<file path="config.mk">
export PLATFORM = sky130hd
export DESIGN_NAME = pipelined_cla_adder
export DESIGN_NICKNAME = d
export VERILOG_FILES = /design/src/rtl/cla_pkg.sv /design/src/rtl/cla_block.sv /design/src/rtl/pipelined_cla_adder.sv
export SDC_FILE = /design/constraint.sdc
export NUM_CORES = 1
export LEC_CHECK = 0
export BUFFER_PORTS_ARGS = -buffer_cell sky130_fd_sc_hd__buf_4
export CAP_MARGIN = 20
export CORE_ASPECT_RATIO = 0.5
export CORE_UTILIZATION = 40
export CTS_CLUSTER_DIAMETER = 80
export DETAILED_ROUTE_END_ITERATION = 16
export PLACE_DENSITY = 0.68
export SETUP_SLACK_MARGIN = 0.3
export SYNTH_ARGS = -nofsm -noshare
export SYNTH_HDL_FRONTEND = slang
export SYNTH_SLANG_ARGS = --single-unit
</file>
<file path="constraint.sdc">
create_clock -name clk -period 6.9 [get_ports clk]
set_clock_uncertainty 0.1 [all_clocks]
set_input_delay 0.69 -clock clk [delete_from_list [all_inputs] [get_ports clk]]
set_output_delay 0.69 -clock clk [all_outputs]
set_load 0.05 [all_outputs]
</file>
<file path="src/rtl/cla_pkg.sv">
// Shared helpers for the pipelined carry-lookahead adder.
//   stage_width  : bits resolved per pipeline stage (BLOCK * BLOCKS_PER_STAGE)
//   num_stages   : pipeline depth (WIDTH / stage_width), never below 1
//   params_legal : 1 when WIDTH is a positive multiple of the stage width
package cla_pkg;

   function automatic int stage_width(input int block, input int blocks_per_stage);
      // Clamped so an illegal configuration still elaborates far enough to report its error.
      return (block * blocks_per_stage < 1) ? 1 : block * blocks_per_stage;
   endfunction

   function automatic int num_stages(input int width, input int block, input int blocks_per_stage);
      int n;
      n = width / stage_width(block, blocks_per_stage);
      return (n < 1) ? 1 : n;
   endfunction

   function automatic bit params_legal(input int width, input int block, input int blocks_per_stage);
      if (block < 1 || blocks_per_stage < 1) return 1'b0;
      return (width >= block * blocks_per_stage) && (width % (block * blocks_per_stage) == 0);
   endfunction

endpackage

</file>
<file path="src/rtl/cla_block.sv">
// Combinational BLOCK-bit carry-lookahead slice.
// Ports:
//   a, b  in  BLOCK  operand bits of this slice (b already inverted for subtraction)
//   cin   in  1      carry into bit 0 of the slice
//   sum   out BLOCK  slice sum
//   cout  out 1      carry out of the slice
//   p, g  out 1      group propagate / group generate
module cla_block
   import cla_pkg::*;
#(
   parameter int BLOCK = 4
) (
   input  logic [BLOCK-1:0] a,
   input  logic [BLOCK-1:0] b,
   input  logic             cin,
   output logic [BLOCK-1:0] sum,
   output logic             cout,
   output logic             p,
   output logic             g
);

   logic [BLOCK-1:0] bit_p;
   logic [BLOCK-1:0] bit_g;
   logic [BLOCK-1:0] carry;

   assign bit_p = a ^ b;
   assign bit_g = a & b;

   always_comb begin
      logic acc;
      // NOTE: every variable an always_comb writes gets a value before any loop or branch, so no latch is inferred.
      carry    = '0;
      acc      = 1'b0;
      carry[0] = cin;
      // Each carry is expanded from the slice inputs alone (g | p&g | ... | p..p&cin),
      // so synthesis sees a flat lookahead term per bit rather than a chain.
      for (int i = 1; i < BLOCK; i++) begin
         acc = cin;
         for (int j = 0; j < i; j++) acc = bit_g[j] | (bit_p[j] & acc);
         carry[i] = acc;
      end
   end

   always_comb begin
      logic grp_g;
      grp_g = 1'b0;
      for (int j = 0; j < BLOCK; j++) grp_g = bit_g[j] | (bit_p[j] & grp_g);
      g    = grp_g;
      p    = &bit_p;
      cout = grp_g | (&bit_p & cin);
   end

   assign sum = bit_p ^ carry;

endmodule

</file>
<file path="src/rtl/pipelined_cla_adder.sv">
// Pipelined carry-lookahead adder/subtractor with valid/ready on both sides.
// Each stage resolves BLOCK*BLOCKS_PER_STAGE sum bits from the carry registered by
// the previous stage; unconsumed operand bits travel forward and finished sum bits
// are carried along so the whole word leaves together.
// Ports:
//   clk, rst             clock, synchronous active-high reset
//   in_valid / in_ready  operand handshake (a, b, cin, sub)
//   sub                  0: a+b+cin   1: a-b (cin ignored)
//   out_valid / out_ready result handshake (sum, cout[, ovf, zero])
//   cout                 carry out of bit WIDTH-1 (sub: 1 means a>=b unsigned)
// Build option: define CLA_FLAGS_EN to add the registered ovf and zero outputs.
module pipelined_cla_adder
   import cla_pkg::*;
#(
   parameter int WIDTH            = 32,
   parameter int BLOCK            = 4,
   parameter int BLOCKS_PER_STAGE = 2
) (
   input  logic             clk,
   input  logic             rst,
   input  logic             in_valid,
   output logic             in_ready,
   input  logic [WIDTH-1:0] a,
   input  logic [WIDTH-1:0] b,
   input  logic             cin,
   input  logic             sub,
   output logic             out_valid,
   input  logic             out_ready,
   output logic [WIDTH-1:0] sum,
   output logic             cout
`ifdef CLA_FLAGS_EN
   ,output logic            ovf,
   output logic             zero
`endif
);

   localparam int NSTAGES = num_stages(WIDTH, BLOCK, BLOCKS_PER_STAGE);
   localparam int NBLK    = NSTAGES * BLOCKS_PER_STAGE;

   if (!params_legal(WIDTH, BLOCK, BLOCKS_PER_STAGE)) begin : g_param_check
      $error("pipelined_cla_adder: WIDTH must be a positive multiple of BLOCK*BLOCKS_PER_STAGE");
   end

   // Index s of every *_q array is the state leaving stage s; *_d is what stage s loads.
   logic             valid_q [NSTAGES];
   logic [WIDTH-1:0] a_q     [NSTAGES];
   logic [WIDTH-1:0] b_q     [NSTAGES];
   logic             sub_q   [NSTAGES];
   logic             carry_q [NSTAGES];
   logic [WIDTH-1:0] sum_q   [NSTAGES];

   logic             valid_d [NSTAGES];
   logic [WIDTH-1:0] a_d     [NSTAGES];
   logic [WIDTH-1:0] b_d     [NSTAGES];
   logic             sub_d   [NSTAGES];
   logic             carry_d [NSTAGES];
   logic [WIDTH-1:0] sum_d   [NSTAGES];
   logic [WIDTH-1:0] b_eff   [NSTAGES];
   logic             st_cin  [NSTAGES];
   logic             ready   [NSTAGES+1];

   logic [BLOCK-1:0] blk_sum  [NBLK];
   logic             blk_cin  [NBLK];
   logic             blk_cout [NBLK];
   logic             blk_p    [NBLK];
   logic             blk_g    [NBLK];

   // Stage inputs: stage 0 takes the ports, later stages take the previous stage's registers.
   always_comb begin
      valid_d[0] = in_valid;
      a_d[0]     = a;
      b_d[0]     = b;
      sub_d[0]   = sub;
      st_cin[0]  = sub ? 1'b1 : cin;
      for (int s = 1; s < NSTAGES; s++) begin
         valid_d[s] = valid_q[s-1];
         a_d[s]     = a_q[s-1];
         b_d[s]     = b_q[s-1];
         sub_d[s]   = sub_q[s-1];
         st_cin[s]  = carry_q[s-1];
      end
      for (int s = 0; s < NSTAGES; s++) b_eff[s] = b_d[s] ^ {WIDTH{sub_d[s]}};
   end

   // Carry between slices of one stage ripples on the group P/G signals, which
   // depend only on the operands, so each slice's carry-in needs no slice sum.
   always_comb begin
      logic carry_run;
      carry_run = 1'b0;
      for (int k = 0; k < NBLK; k++) begin
         if (k % BLOCKS_PER_STAGE == 0) carry_run = st_cin[k / BLOCKS_PER_STAGE];
         blk_cin[k] = carry_run;
         carry_run  = blk_g[k] | (blk_p[k] & carry_run);
      end
   end

   for (genvar k = 0; k < NBLK; k++) begin : g_blk
      localparam int S = k / BLOCKS_PER_STAGE;
      cla_block #(.BLOCK(BLOCK)) u_cla_block (
         .a    (a_d[S][k*BLOCK +: BLOCK]),
         .b    (b_eff[S][k*BLOCK +: BLOCK]),
         .cin  (blk_cin[k]),
         .sum  (blk_sum[k]),
         .cout (blk_cout[k]),
         .p    (blk_p[k]),
         .g    (blk_g[k])
      );
   end

   // Backpressure chain: a stage advances when it is empty or its successor advances.
   always_comb begin
      ready[NSTAGES] = out_ready;
      for (int s = NSTAGES - 1; s >= 0; s--) ready[s] = !valid_q[s] || ready[s+1];
   end

   // Finished sum slices from earlier stages ride along; this stage drops its slice in.
   always_comb begin
      sum_d[0] = '0;
      for (int s = 1; s < NSTAGES; s++) sum_d[s] = sum_q[s-1];
      for (int k = 0; k < NBLK; k++) sum_d[k / BLOCKS_PER_STAGE][k*BLOCK +: BLOCK] = blk_sum[k];
      for (int s = 0; s < NSTAGES; s++)
         carry_d[s] = blk_cout[s*BLOCKS_PER_STAGE + BLOCKS_PER_STAGE - 1];
   end

`ifdef CLA_FLAGS_EN
   logic zero_q [NSTAGES];
   logic zero_d [NSTAGES];
   logic ovf_q;
   logic ovf_d;

   always_comb begin
      zero_d[0] = 1'b1;
      for (int s = 1; s < NSTAGES; s++) zero_d[s] = zero_q[s-1];
      for (int k = 0; k < NBLK; k++)
         zero_d[k / BLOCKS_PER_STAGE] = zero_d[k / BLOCKS_PER_STAGE] & ~|blk_sum[k];
      // Carry into the MSB is recovered from the MSB sum bit: c = a ^ b ^ s.
      ovf_d = a_d[NSTAGES-1][WIDTH-1] ^ b_eff[NSTAGES-1][WIDTH-1]
            ^ blk_sum[NBLK-1][BLOCK-1] ^ blk_cout[NBLK-1];
   end
`endif

   always_ff @(posedge clk) begin
      // NOTE: state is updated with <= so each stage loads its predecessor's pre-edge value.
      if (rst) begin
         // NOTE: datapath registers are cleared too, so sum/cout (and flags) read 0 after reset.
         for (int s = 0; s < NSTAGES; s++) begin
            valid_q[s] <= 1'b0;
            a_q[s]     <= '0;
            b_q[s]     <= '0;
            sub_q[s]   <= 1'b0;
            carry_q[s] <= 1'b0;
            sum_q[s]   <= '0;
`ifdef CLA_FLAGS_EN
            zero_q[s]  <= 1'b0;
`endif
         end
`ifdef CLA_FLAGS_EN
         ovf_q <= 1'b0;
`endif
      end else begin
         for (int s = 0; s < NSTAGES; s++) begin
            if (ready[s]) begin
               valid_q[s] <= valid_d[s];
               a_q[s]     <= a_d[s];
               b_q[s]     <= b_d[s];
               sub_q[s]   <= sub_d[s];
               carry_q[s] <= carry_d[s];
               sum_q[s]   <= sum_d[s];
`ifdef CLA_FLAGS_EN
               zero_q[s]  <= zero_d[s];
`endif
            end
         end
`ifdef CLA_FLAGS_EN
         if (ready[NSTAGES-1]) ovf_q <= ovf_d;
`endif
      end
   end

   assign in_ready  = ready[0];
   assign out_valid = valid_q[NSTAGES-1];
   assign sum       = sum_q[NSTAGES-1];
   assign cout      = carry_q[NSTAGES-1];
`ifdef CLA_FLAGS_EN
   assign ovf       = ovf_q;
   assign zero      = zero_q[NSTAGES-1];
`endif

endmodule

</file>
Word-level counts from Yosys, hierarchy flattened
Memory sizes are Yosys's and may differ from the RTL's. Cells that the tools add are included.

Bits in registers: 0. Bits in writable memories: 396. Word-level logic and storage cells: 225. Memories: 6.

Memory list: a_q (words 4, width 32, read ports 3, clocked after Yosys merged registers in 0, wr ports 4, RTL line pipelined_cla_adder.sv:46) `logic [WIDTH-1:0] a_q [NSTAGES];`; b_q (words 4, width 32, read ports 3, clocked after Yosys merged registers in 0, wr ports 4, RTL line pipelined_cla_adder.sv:47) `logic [WIDTH-1:0] b_q [NSTAGES];`; sum_q (words 4, width 32, read ports 4, clocked after Yosys merged registers in 0, wr ports 4, RTL line pipelined_cla_adder.sv:50) `logic [WIDTH-1:0] sum_q [NSTAGES];`; carry_q (words 4, width 1, read ports 4, clocked after Yosys merged registers in 0, wr ports 4, RTL line pipelined_cla_adder.sv:49) `logic carry_q [NSTAGES];`; sub_q (words 4, width 1, read ports 3, clocked after Yosys merged registers in 0, wr ports 4, RTL line pipelined_cla_adder.sv:48) `logic sub_q [NSTAGES];`; valid_q (words 4, width 1, read ports 4, clocked after Yosys merged registers in 0, wr ports 4, RTL line pipelined_cla_adder.sv:45) `logic valid_q [NSTAGES];`.

Muxes and demuxes: 39. Bitwise gates (word level): 164. Reduce and logical (&&, ||, !) cells: 16.

Operators with widths (number): 2-to-1 mux 32 bit (12); OR 1 bit (80); XOR 4 bit (16); bitwise AND 1 bit (56); bitwise AND 4 bit (8); AND reduction 4 bit (8); XOR 32 bit (1); 2-to-1 mux 1 bit (27); XOR 24 bit (1); XOR 16 bit (1); XOR 8 bit (1); zero test 1 bit (4); logical OR 1 bit (4).

Depth between registers and ports, before layout
Gate-level depths: netlist of run 1. An unclocked memory read counts as a cell.

Word-level depth: 18. Mapped depth: 11.

By module
A second synthesis of run 1 with hierarchy kept.

Cell total of the unflattened synthesis: 700. Area, all modules: 9589.2 um2.

Modules (own cells, without submodules): pipelined_cla_adder (times used 1, cells each 532, area each 8157.8 um2, seq. area each 5615.4 um2); cla_block (g_blk[0].u_cla_block ...) (times used 4, cells each 22, area each 182.7 um2, seq. area each 0.0 um2); cla_block (g_blk[4].u_cla_block ...) (times used 4, cells each 20, area each 175.2 um2, seq. area each 0.0 um2).

Worst setup path before layout of run 1
Ideal clock, no wire load.

Path kind: input -> register. Start point: in sub. End point: mem sum_q[0][7] (data pin). Setup time: 0.256 ns. Data arrival time: 3.024 ns. Setup slack: 3.520 ns. Stages on the path: 11. Path through: buf_4 > xor2_1 > ha_1 > nand2_1 > o21ai_0 > a31oi_1 > fa_1 > fa_1 > fa_1 > xor2_1 > nor2_1.

RTL lines: from (decl) (RTL line pipelined_cla_adder.sv:26) `input logic sub,`; to (decl) (RTL line pipelined_cla_adder.sv:50).

==> results of run 1 <==
-- registers in the layout, summed over array words and instances (netlist names) --
register and flops:
a_q 48, sum_q 80, b_q 48, carry_q 4
sub_q 3, valid_q 4
-- cell type report --
| type | count | share of cell area |
|---|---|---|
| clock buffers | 18 | 0.0420 |
| clock inverters | 14 | 0.0142 |
| inverters | 45 | 0.0165 |
| multi-input cells | 342 | 0.262 |
| flip-flops and latches | 187 | 0.549 |
| well taps | 273 | 0.0334 |
| repair buffers | 112 | 0.0830 |
-- metrics by stage --
stage	power (mW)	instance area, um2	util	hold slack [ns]	instances
2_1_floorplan	1.53	8560	-	0.397	596
3_3_place_gp	1.61	9640	0.465	0.401	958
3_5_place_dp	1.62	9650	0.465	0.402	959
4_1_cts	2.56	10200	0.493	0.416	991
5_1_grt	2.64	10200	0.493	0.426	991
6_report	2.54	10200	0.493	0.413	991
-- kinds of logic (layout without fill, tap and decap cells) --
family | after synthesis | in the layout | synth area share
and+or+nand+nor | 213 | 213 | 0.145
xor gates and xnor gates | 40 | 40 | 0.0409
buffers and inverters | 67 | 189 | 0.0316
AOI/OAI and AO/OA | 33 | 33 | 0.0238
adders and majority gates | 56 | 56 | 0.103
DFF | 187 | 187 | 0.656
-- placed cells by master (no fill, tap or decap), types with 3 or more instances in the layout --
master,n
edfxtp_1,187
and2_1,154
buf_4,111
inv_1,45
xor2_1,40
ha_1,32
nor2_1,31
fa_1,24
clkbuf_16,17
a21oi_1,15
nand2_1,11
o21ai_0,5
nand4_1,5
a21o_1,4
o31ai_1,3
inv_6,3
clkinv_4,3
-- power by group through the flow --
stage	clock, mW	combinational [mW]	sequential [mW]
after global routing	1.02	0.276	1.35
after CTS	0.967	0.250	1.34
after global placement	0	0.240	1.37
final	0.950	0.245	1.34
after floorplan	0	0.131	1.40
after detailed placement	0	0.248	1.37
-- path summary, 6_finish.rpt --
path,start,endpoint,slack (ns),cells after the start
max,sub_q[0][0],sum_q[1][15],3.57,10
min,sum_q[1][9],sum_q[2][9],0.41,1
max reg2reg,sub_q[0][0],sum_q[1][15],3.57,10
min reg2reg,sum_q[1][9],sum_q[2][9],0.41,1
-- cells in the mapped netlist, drive strengths merged --
cell | n | area [um2]
a211oi | 2 | 15.0
a21o | 4 | 30.0
a21oi | 17 | 92.6
a31oi | 1 | 6.26
and2 | 154 | 963
and4b | 1 | 13.8
buf | 13 | 67.6
clkbuf | 9 | 33.8
edfxtp | 187 | 5620
fa | 24 | 480
ha | 32 | 400
inv | 45 | 169
nand2 | 11 | 41.3
nand2b | 3 | 18.8
nand3 | 2 | 10.0
nand3b | 2 | 15.0
nand4 | 5 | 31.3
nor2 | 32 | 123
nor2b | 1 | 8.76
o21ai | 5 | 25.0
o31ai | 4 | 35.0
or2 | 2 | 12.5
xor2 | 40 | 350
-- per-layer routing --
layer	vias to the layer above	wire length, um
met1	2072	6060
met3	15	370
met5	-	0
met4	0	178
li1	2237	-
met2	49	6900
==> flow_metrics.env, run 1 <==
export IMPL_status="finished, final reports clean"
export IMPL_vias_per_cell=4.41
export IMPL_firstDrtPassIters=4
export IMPL_synth_distinct_cells=28
export IMPL_grt_use_met1=0.163
export IMPL_cp_start_kind="flip-flop"
export IMPL_syn_inst=596
export IMPL_met3_usage=0.0283
export IMPL_finalCritPeriodShare=0.483
export IMPL_seq_area_mm2=0.00562
export IMPL_ir_drop_mv=0.183
export IMPL_track_usage=0.132
export IMPL_dp_slack_ns=3.34
export IMPL_arrival_ns=3.40
export IMPL_multi_input_area_mm2=0.00268
export IMPL_drc=0
export IMPL_use_met2=0.226
export IMPL_path_buf_inv=0
export IMPL_fill_cells=1787
export IMPL_slew_headroom=0.398
export IMPL_path_cells="xor2_1 -> ha_1 -> a21oi_1 -> o21ai_0 -> a21oi_1 -> fa_1 -> fa_1 -> fa_1 -> xor2_1 -> nor2_1"
export IMPL_grt_pass1_wl_mm=22.2
export IMPL_cts_sinks=187
export IMPL_cpMostUsedCell="fa_1"
export IMPL_clk_pin_slew_worst_paths_ns=0.07
export IMPL_p_int_mw=1.97
export IMPL_cts_buffer_depth=2
export IMPL_placementRows=37
export IMPL_area_delta_synth_final_pct=19.5
export IMPL_hpwl_mm=9.76
export IMPL_required_ns=6.97
export IMPL_die_h_um=105
export IMPL_synthesis_area_mm2=0.00856
export IMPL_setup_viol=0
export IMPL_top_usage_layer="met2"
export IMPL_grt_max_degree=52
export IMPL_cts_made_buffers=17
export IMPL_num_io_pins=105
export IMPL_synth_fp_nets=722
export IMPL_cts_root_buf="clkbuf_16"
export IMPL_cts_tree="built"
export IMPL_drtIter0Drc=189
export IMPL_hold_buffers=0
export IMPL_dieArea_mm2=0.0220
export IMPL_vias=4373
export IMPL_routed_wl_mm=13.5
export IMPL_critPathKind="flip-flop to flip-flop"
export IMPL_finalWorstSetupSlack_ns=3.57
export IMPL_place_gp_congestion=0.786
export IMPL_antenna_found_initial=0
export IMPL_cap_violations=0
export IMPL_p_leak_nw=4.46
export IMPL_pwr_share_seq=0.529
export IMPL_ys_seq_area_frac=0.656
export IMPL_initial_core_util=0.413
export IMPL_insertion_delay_ns=0.42
export IMPL_core_area_mm2=0.0207
export IMPL_min_path_type="flip-flop to flip-flop"
export IMPL_swShare=0.225
export IMPL_p_sw_uw=572
export IMPL_fp_dieW_um=209
export IMPL_ant_nets=0
export IMPL_fmaxAchievable_mhz=300
export IMPL_nNetsFinal=831
export IMPL_power_frac_comb=0.096
export IMPL_tightest_slew_ns=0.900
export IMPL_wl_per_cell_um=13.6
export IMPL_finalHoldViolCount=0
export IMPL_avgSynthCellArea_um2=14.4
export IMPL_ys_seq_elements=187
export IMPL_end_kind="flip-flop"
export IMPL_cp_slowest_cell="edfxtp_1"
export IMPL_cp_max_fo=9
export IMPL_tns_ns=0
export IMPL_post_cts_buffers=0
export IMPL_crit_family="adder cells"
export IMPL_numPortBuffers=104
export IMPL_rsz0062_at_grt="false"
export IMPL_drv_slew=0
export IMPL_final_layout_size_suffix_gt1_frac=0.209
export IMPL_pwr_share_clk=0.374
export IMPL_diodes=0
export IMPL_cts_resized_gates=0
export IMPL_period_minus_slack_ns=3.33
export IMPL_cts_max_level=4
export IMPL_max_stage_delay_ns=0.60
export IMPL_grt_pass1_vias=4486
export IMPL_yosysWarnings=0
export IMPL_powerDensity_mw_per_mm2=248
export IMPL_grt_overflow=0
Note: power is estimated with default switching activity, not from simulation.
==> run 2, diff against run 1 <==
==> constraint.sdc (replaced) <==
create_clock -name clk -period 3.3 [get_ports clk]
set_clock_uncertainty 0.1 [all_clocks]
set_input_delay 0.33 -clock clk [delete_from_list [all_inputs] [get_ports clk]]
set_output_delay 0.33 -clock clk [all_outputs]
set_load 0.05 [all_outputs]
==> flow_metrics.env, run 2 (same netlist as run 1, synthesis figures left out) <==
export IMPL_path_cells="xor2_2 -> ha_1 -> a21oi_1 -> o21ai_2 -> a21oi_2 -> fa_2 -> fa_2 -> fa_2 -> nor2_1"
export IMPL_placementRows=37
export IMPL_tns_ns=0
export IMPL_crit_family="adder cells"
export IMPL_end_kind="flip-flop"
export IMPL_initial_core_util=0.413
export IMPL_dieArea_mm2=0.0220
export IMPL_ant_nets=0
export IMPL_cts_max_level=4
export IMPL_regMostFlops="sum_q"
export IMPL_cts_sinks=187
export IMPL_firstDrtPassIters=4
export IMPL_area_delta_synth_final_pct=21.8
export IMPL_place_gp_congestion=0.770
export IMPL_period_minus_slack_ns=2.99
export IMPL_cap_violations=0
export IMPL_path_buf_inv=0
export IMPL_vias=4445
export IMPL_vias_per_cell=4.45
export IMPL_fmaxAchievable_mhz=334
export IMPL_insertion_delay_ns=0.42
export IMPL_final_cell_mix="edfxtp_1, and2_1, buf_4, inv_1, xor2_1"
export IMPL_routed_wl_mm=13.7
export IMPL_fp_dieW_um=209
export IMPL_required_ns=3.36
export IMPL_fill_cells=1786
export IMPL_num_io_pins=105
export IMPL_cp_slowest_cell="fa_2"
export IMPL_grt_pass1_wl_mm=22.1
export IMPL_grt_overflow=0
export IMPL_drtIter0Drc=161
export IMPL_critPathKind="flip-flop to flip-flop"
export IMPL_max_stage_delay_ns=0.52
export IMPL_hpwl_mm=9.78
export IMPL_grt_pass1_vias=4597
export IMPL_mostFrequentLayoutCell="edfxtp_1"
export IMPL_cts_made_buffers=17
export IMPL_cp_start_kind="flip-flop"
export IMPL_numPortBuffers=104
export IMPL_top_layer="met4"
export IMPL_largest_reg_flops=80
export IMPL_die_h_um=105
export IMPL_min_path_type="input port to flip-flop"
export IMPL_antenna_found_initial=0
export IMPL_rsz0062_at_grt="true"
export IMPL_finalCritPeriodShare=0.906
export IMPL_p_leak_nw=4.51
export IMPL_grt_max_degree=41
export IMPL_powerDensity_mw_per_mm2=519
export IMPL_reg_top3="sum_q (80), a_q (48), b_q (48)"
export IMPL_clk_pin_slew_worst_paths_ns=0.07
export IMPL_dr_wl_met2_mm=7.14
export IMPL_drv_slew=0
export IMPL_arrival_ns=3.06
export IMPL_dr_wl_met3_um=365
export IMPL_cp_max_fo=4
export IMPL_cts_tree="built"
export IMPL_diodes=0
export IMPL_finalHoldViolCount=0
export IMPL_nNetsFinal=840
export IMPL_total_power_mw=5.41
export IMPL_cts_buffer_depth=2
export IMPL_tightest_slew_ns=0.961
export IMPL_setup_viol=0
export IMPL_drc=0
export IMPL_status="finished, final reports clean"
export IMPL_cpMostUsedCell="fa_2"
export IMPL_final_layout_size_suffix_gt1_frac=0.252
export IMPL_core_area_mm2=0.0207
export IMPL_fin_util=0.503
export IMPL_cts_root_buf="clkbuf_16"
export IMPL_track_usage=0.131
export IMPL_drt_met1_wl_mm=6.00
export IMPL_ir_drop_mv=0.414
export IMPL_wl_per_cell_um=13.7
export IMPL_slew_headroom=0.358
export IMPL_hold_buffers=0
run 2: timing repair:
item                                    CTS  global route
pin swaps                                 7            14
gates cloned                              0             0
buffers inserted                          3             4
resized for setup                         8            16
endpoints found under the setup margin    6             6
run 2: cell type report:
type / count / area, um2 / share of cell area
clock inverter: 13 / 164 / 0.0157
clock buffer: 19 / 433 / 0.0415
sequential: 187 / 5620 / 0.539
timing repair buffer: 121 / 908 / 0.0871
inverter: 45 / 169 / 0.0162
tap: 273 / 342 / 0.0328
multi-input combinational: 342 / 2790 / 0.268
run 2: metrics by stage:
stage | setup WS (ns) | instances | hold slack (ns) | instance area (um2)
after floorplan | 0.0878 | 596 | 0.397 | 8560
after global placement | 0.218 | 961 | 0.400 | 9670
after detailed placement | 0.105 | 961 | 0.404 | 9670
after CTS | 0.301 | 996 | 0.0675 | 10300
after global routing | 0.201 | 1000 | 0.0754 | 10400
final | 0.310 | 1000 | 0.0807 | 10400
run 2: metal layers:
metal	vias to the layer above	GRT usage
li1	2249	-
met1	2115	0.154
met2	59	0.236
met3	22	0.0238
met4	0	0.0525
met5	-	0
run 2: final timing paths:
| kind | startpoint | endpoint | slack, ns | cells past startpoint |
|---|---|---|---|---|
| max | sub_q[0][0] | sum_q[1][14] | 0.31 | 9 |
| min | a[13] | a_q[0][13] | 0.08 | 2 |
| max reg2reg | sub_q[0][0] | sum_q[1][14] | 0.31 | 9 |
| min reg2reg | b_q[0][26] | b_q[0][58] | 0.41 | 1 |
run 2: power by group:
| part | internal, mW | switching, mW | total [mW] |
|---|---|---|---|
| registers | 2.76 | 0.0460 | 2.81 |
| logic | 0.242 | 0.293 | 0.535 |
| clock network | 1.20 | 0.862 | 2.06 |
| total | 4.21 | 1.20 | 5.41 |
